### src/rtl/conv_tile_scheduler.sv
// Convolution layer tile scheduler: per input-channel tile runs filter sync, a row-major
// frame sweep gated by IFM readiness, then a PE drain. Optional stall counter: SCHED_PERF_CNT_EN.
`timescale 1ns/1ps
module conv_tile_scheduler #(
    parameter int W_SIZE    = 9,
    parameter int W_CHANNEL = 9,
    parameter int DRAIN_CYC = 14,
    parameter int W_DRAIN   = 5
) (
    input  logic                 clk,
    input  logic                 rstn,
    input  logic                 start,
    input  logic [W_SIZE-1:0]    cfg_width,
    input  logic [W_SIZE-1:0]    cfg_height,
    input  logic [W_CHANNEL-1:0] cfg_q_channel,
    input  logic                 ifm_ready,
    input  logic                 pe_csync_done,
    output logic                 c_ctrl_csync_run,
    output logic                 c_ctrl_data_run,
    output logic [W_SIZE-1:0]    c_row,
    output logic [W_SIZE-1:0]    c_col,
    output logic [W_CHANNEL-1:0] c_chn,
    output logic                 c_is_first_row,
    output logic                 c_is_last_row,
    output logic                 c_is_first_col,
    output logic                 c_is_last_col,
    output logic                 busy,
    output logic                 done,
    output logic [31:0]          stall_cycles
);

    typedef enum logic [2:0] {
        S_IDLE  = 3'd0,
        S_CSYNC = 3'd1,
        S_RUN   = 3'd2,
        S_DRAIN = 3'd3,
        S_FIN   = 3'd4
    } state_t;

    localparam logic [W_DRAIN-1:0] DRAIN_LAST = W_DRAIN'(DRAIN_CYC - 1);

    state_t                 state_q, state_d;
    logic [W_SIZE-1:0]      row_q, row_d, col_q, col_d;
    logic [W_SIZE-1:0]      width_q, width_d, height_q, height_d;
    logic [W_CHANNEL-1:0]   chn_q, chn_d, qch_q, qch_d;
    logic [W_DRAIN-1:0]     drain_q, drain_d;
    logic                   csync_q, busy_q, done_q;
    logic                   first_row_q, last_row_q, first_col_q, last_col_q;
    logic                   data_run_s, active_s;

    assign data_run_s = (state_q == S_RUN) && ifm_ready;
    assign active_s   = (state_d == S_CSYNC) || (state_d == S_RUN) || (state_d == S_DRAIN);

    // Next-state and counter logic for the pass sequencer.
    always_comb begin
        state_d  = state_q;
        row_d    = row_q;
        col_d    = col_q;
        chn_d    = chn_q;
        width_d  = width_q;
        height_d = height_q;
        qch_d    = qch_q;
        drain_d  = drain_q;
        case (state_q)
            S_IDLE: begin
                if (start) begin
                    width_d  = cfg_width;
                    height_d = cfg_height;
                    qch_d    = cfg_q_channel;
                    row_d    = W_SIZE'(0);
                    col_d    = W_SIZE'(0);
                    chn_d    = W_CHANNEL'(0);
                    drain_d  = W_DRAIN'(0);
                    if ((cfg_width == W_SIZE'(0)) || (cfg_height == W_SIZE'(0)) ||
                        (cfg_q_channel == W_CHANNEL'(0))) begin
                        state_d = S_FIN;
                    end else begin
                        state_d = S_CSYNC;
                    end
                end else begin
                    state_d = S_IDLE;
                end
            end
            S_CSYNC: begin
                if (pe_csync_done) begin
                    state_d = S_RUN;
                end else begin
                    state_d = S_CSYNC;
                end
            end
            S_RUN: begin
                // A stalled cycle holds the coordinates; only accepted pixels advance.
                if (data_run_s) begin
                    if (col_q == width_q - W_SIZE'(1)) begin
                        col_d = W_SIZE'(0);
                        if (row_q == height_q - W_SIZE'(1)) begin
                            row_d   = W_SIZE'(0);
                            drain_d = W_DRAIN'(0);
                            state_d = S_DRAIN;
                        end else begin
                            row_d = row_q + W_SIZE'(1);
                        end
                    end else begin
                        col_d = col_q + W_SIZE'(1);
                    end
                end else begin
                    state_d = S_RUN;
                end
            end
            S_DRAIN: begin
                if (drain_q == DRAIN_LAST) begin
                    drain_d = W_DRAIN'(0);
                    if (chn_q == qch_q - W_CHANNEL'(1)) begin
                        state_d = S_FIN;
                    end else begin
                        chn_d   = chn_q + W_CHANNEL'(1);
                        state_d = S_CSYNC;
                    end
                end else begin
                    drain_d = drain_q + W_DRAIN'(1);
                end
            end
            S_FIN: begin
                state_d = S_IDLE;
            end
            default: begin
                state_d = S_IDLE;
            end
        endcase
    end

    // State, counters and registered outputs, all derived from the next-state values.
    always_ff @(posedge clk or negedge rstn) begin
        if (!rstn) begin
            state_q     <= S_IDLE;
            row_q       <= W_SIZE'(0);
            col_q       <= W_SIZE'(0);
            chn_q       <= W_CHANNEL'(0);
            width_q     <= W_SIZE'(0);
            height_q    <= W_SIZE'(0);
            qch_q       <= W_CHANNEL'(0);
            drain_q     <= W_DRAIN'(0);
            csync_q     <= 1'b0;
            busy_q      <= 1'b0;
            done_q      <= 1'b0;
            first_row_q <= 1'b0;
            last_row_q  <= 1'b0;
            first_col_q <= 1'b0;
            last_col_q  <= 1'b0;
        end else begin
            state_q     <= state_d;
            row_q       <= row_d;
            col_q       <= col_d;
            chn_q       <= chn_d;
            width_q     <= width_d;
            height_q    <= height_d;
            qch_q       <= qch_d;
            drain_q     <= drain_d;
            csync_q     <= (state_d == S_CSYNC);
            busy_q      <= (state_d != S_IDLE);
            done_q      <= (state_d == S_FIN);
            first_row_q <= active_s && (row_d == W_SIZE'(0));
            last_row_q  <= active_s && (row_d == height_d - W_SIZE'(1));
            first_col_q <= active_s && (col_d == W_SIZE'(0));
            last_col_q  <= active_s && (col_d == width_d - W_SIZE'(1));
        end
    end

    assign c_ctrl_csync_run = csync_q;
    assign c_ctrl_data_run  = data_run_s;
    assign c_row            = row_q;
    assign c_col            = col_q;
    assign c_chn            = chn_q;
    assign c_is_first_row   = first_row_q;
    assign c_is_last_row    = last_row_q;
    assign c_is_first_col   = first_col_q;
    assign c_is_last_col    = last_col_q;
    assign busy             = busy_q;
    assign done             = done_q;

`ifdef SCHED_PERF_CNT_EN
    logic [31:0] stall_q;

    // Saturating count of RUN cycles starved by the IFM buffer; restarts with each pass.
    always_ff @(posedge clk or negedge rstn) begin
        if (!rstn) begin
            stall_q <= 32'd0;
        end else if ((state_q == S_IDLE) && start) begin
            stall_q <= 32'd0;
        end else if ((state_q == S_RUN) && !ifm_ready && (stall_q != 32'hFFFF_FFFF)) begin
            stall_q <= stall_q + 32'd1;
        end else begin
            stall_q <= stall_q;
        end
    end

    assign stall_cycles = stall_q;
`else
    assign stall_cycles = 32'd0;
`endif

endmodule

### config.mk
export PLATFORM = sky130hd
export DESIGN_NAME = conv_tile_scheduler
export DESIGN_NICKNAME = d
export VERILOG_FILES = /design/src/rtl/conv_tile_scheduler.sv
export SDC_FILE = /design/constraint.sdc
export NUM_CORES = 1
export LEC_CHECK = 0
export CORE_ASPECT_RATIO = 1.75
export CORE_MARGIN = 2
export CORE_UTILIZATION = 49
export CTS_CLUSTER_SIZE = 24
export DETAILED_ROUTE_END_ITERATION = 16
export PLACE_DENSITY_LB_ADDON = 0.25
export SETUP_SLACK_MARGIN = 0.05
export SLEW_MARGIN = 20
export SYNTH_ARGS = -nofsm -noshare
export SYNTH_HDL_FRONTEND = slang
export SYNTH_SLANG_ARGS = --single-unit
### constraint.sdc
create_clock -name clk -period 3.7 [get_ports clk]
set_input_delay 0.37 -clock clk [delete_from_list [all_inputs] [get_ports clk]]
set_output_delay 0.37 -clock clk [all_outputs]
set_load 0.01 [all_outputs]
==> impl_metrics.toml <==
[status]
status = "complete, no violations"

[critical_path]
crit_path_end_kind = "register"
start_kind = "register"
required_ns = 3.95
r2r_slack_ns = 0.22
rr_startpoint = "width_q[1]"
r2r-end = "c_is_last_row"
r2r_cells = 12
path_max_fanout = 11
critPathArrivalTime_ns = 3.73
critPathKind = "register to register"

[timing]
min_period_over_period_pct = 94.1
finalCriticalPeriod_ns = 3.48
setup_viol = 0
tightest_slew_ns = 0.816
finalSetupTns_ns = 0
maxSlewViolCount = 0
hold_viol_final = 0
relSlewSlack_pct = 45.6
clock.fmax_ghz = 0.287
clock_skew_ns = 0.00752
rsz0062_at_grt = "no"

[clocking]
htreeDepth = 3
path_clk_slew_ns = 0.06
cts.sinks = 69
cts_tree = "done"
cts_buffers = 9
cts_root_buffer = "clkbuf_16"
clock_latency_ns = 0.35
cts_buffer_depth = 2

[global_route]
grt_pass1_wl_mm = 27.2
grt_max_degree = 38
grt.overflow.total = 0
antenna_found_initial = 0
grt_pass1_vias = 5588
grt_usage_pct = 28.7

[die]
core-area_um2 = 11100
num_io_pins = 99
die_width_um = 84.5
dieHeight_um = 145
num_rows = 51
initial_core_util_pct = 50.1
die_area_um2 = 12200

[flow_run]
drv_cap = 0

[yosys]
synth-edff-count = 0
syn_inst = 671
synth.top_cell.area_share_pct = 31.1
ys_warn_count = 0
async_flop_share_pct = 100
yosysUniqueCellTypes = 83
synth_top_area_cell = "dfrtp_1"
syn_area_um2 = 5560
avgSynthCellArea_um2 = 8.28
synth_seq_area_share_pct = 31.1
ys_ff_latch = 69
synthTopCellsByArea = "dfrtp_1 31%, xnor2_1 6.0%, nand2_1 5.2%"
yosys_most_used_dff = "dfrtp_1"

[placed_design]
io_buffers = 66
place_congestion = 0.976
place_area_um2 = 6400
dp_hpwl_mm = 13.6

[layout]
drive_gt1_share_pct = 13.0
syn2layout_area_growth_pct = 22.0
diodes = 0
final_area_um2 = 6780
final_util_pct = 61.1
final_nets = 804

[power_and_ir_drop]
p_per_area_nw_per_um2 = 492
peakVddDrop_uv = 310
p_leak_nw = 2.97

[route]
ant_nets = 0
drt_iter0_drc = 412
vias_per_cell = 6.00
num_vias = 5390
firstDrtPassIters = 5
post_drt_wl_per_cell_um = 19.2
wl_mm = 17.3
drc_errors = 0

[worst_hold_path]
min_path_type = "primary input to asynchronous set/reset pin"
-- flip-flops by register name (all words and copies together) (netlist names) --
signal	flops
c_chn	9
c_col	9
c_row	9
height_q	9
qch_q	9
width_q	9
drain_q	5
state_q	3
busy	1
c_ctrl_csync_run	1
c_is_first_col	1
c_is_first_row	1
c_is_last_col	1
c_is_last_row	1
done	1
-- synth_stat cells (7+ instances only) --
cell type	instances
or3_1	8
clkbuf_1	12
a31oi_1	8
buf_4	35
nand3_1	33
o21ai_0	31
ha_1	10
a211oi_1	7
nand4_1	9
inv_1	41
a21oi_1	24
nand2_1	77
nor4_1	10
nor2_1	49
xor2_1	17
nor3_1	29
dfrtp_1	69
and3_1	9
xnor2_1	38
mux2i_1	16
-- power by group --
part / leakage, nW / internal (mW) / switching (mW) / total (mW)
sequential: 0.892 / 0.898 / 0.215 / 1.11
combinational: 1.92 / 0.593 / 0.730 / 1.32
clock: 0.153 / 0.545 / 0.352 / 0.897
-- critical path, stage by stage (launching register included) --
cell	delay, ns
dfrtp_2	0.43
inv_1	0.08
ha_2	0.32
xor2_1	0.16
o211ai_1	0.17
nor4b_4	0.39
and3_2	0.32
nand2_4	0.14
o2111ai_2	0.26
o211ai_2	0.16
xnor2_1	0.18
or4_4	0.52
a221oi_2	0.25
-- kinds of logic (layout without fill, tap and decap cells) --
| family | Yosys count | in the layout | synth area share, % |
|---|---|---|---|
| AO/OA/AOI/OAI | 137 | 137 | 17.4 |
| XOR/XNOR | 55 | 55 | 8.67 |
| adder cells (fa/ha/maj) | 11 | 11 | 2.43 |
| buffers and inverters | 101 | 166 | 9.88 |
| flip-flops | 69 | 69 | 31.1 |
| multiplexers | 20 | 20 | 3.69 |
| other | 1 | 32 | 0.0675 |
| AND/OR/NAND/NOR | 277 | 277 | 26.8 |
-- how the worst max path moves through the flow --
stage / startpoint / end
after floorplan: state_q[2] / c_is_last_row
after global placement: start / c_is_last_row
after detailed placement: start / c_is_last_row
after CTS: width_q[1] / c_is_last_row
after global routing: state_q[2] / c_is_last_row
final: width_q[1] / c_is_last_row
-- through the flow --
step	cells	worst slack [ns]	total power [mW]	hold WS (ns)
floorplan	702	0.0675	2.00	0.0744
global placement	880	0.0242	2.37	0.293
detailed placement	880	-0.129	2.42	0.293
CTS	897	0.0948	3.33	0.461
global route	899	0.0438	3.55	0.475
finish	899	0.217	3.33	0.461
-- area by class of cell --
| cell class | instances | area, µm² |
|---|---|---|
| Fill cell | 1000 | 4320 |
| Multi-Input combinational cell | 532 | 3440 |
| Clock buffer | 10 | 239 |
| Timing Repair Buffer | 109 | 981 |
| Tap cell | 132 | 165 |
| Sequential cell | 69 | 1730 |
| Inverter | 41 | 154 |
| Clock inverter | 6 | 70.1 |
-- metal layers --
layer	global-route usage, %	wire (µm)
met1	28.3	6090
met2	51.3	8930
met3	4.99	766
met4	24.3	1470
met5	0	0
-- cell usage in the layout, fill, tap and decap left out, types with 6 or more instances in the layout --
cell             netlist  final
nand2_1               77     77
dfrtp_1               69     68
clkdlybuf4s50_1        0     65
nor2_1                49     49
buf_4                 35     42
inv_1                 41     41
xnor2_1               38     38
nand3_1               33     32
conb_1                 1     32
o21ai_0               31     30
nor3_1                29     28
a21oi_1               24     24
xor2_1                17     17
mux2i_1               16     16
nor4_1                10      9
nand4_1                9      9
and3_1                 9      9
ha_1                  10      9
clkbuf_16              0      9
or3_1                  8      8
a31oi_1                8      8
a211oi_1               7      7
nand2b_1               6      6
o211ai_1               6      6
a22o_1                 6      6
-- timing repair --
item,4_1_cts,5_1_grt
setup endpoints to repair,0,3
hold endpoints to repair,12,0
resized for setup,0,12
buffers inserted,0,2
hold buffers,1,0
(Power assumes the default switching activity.)
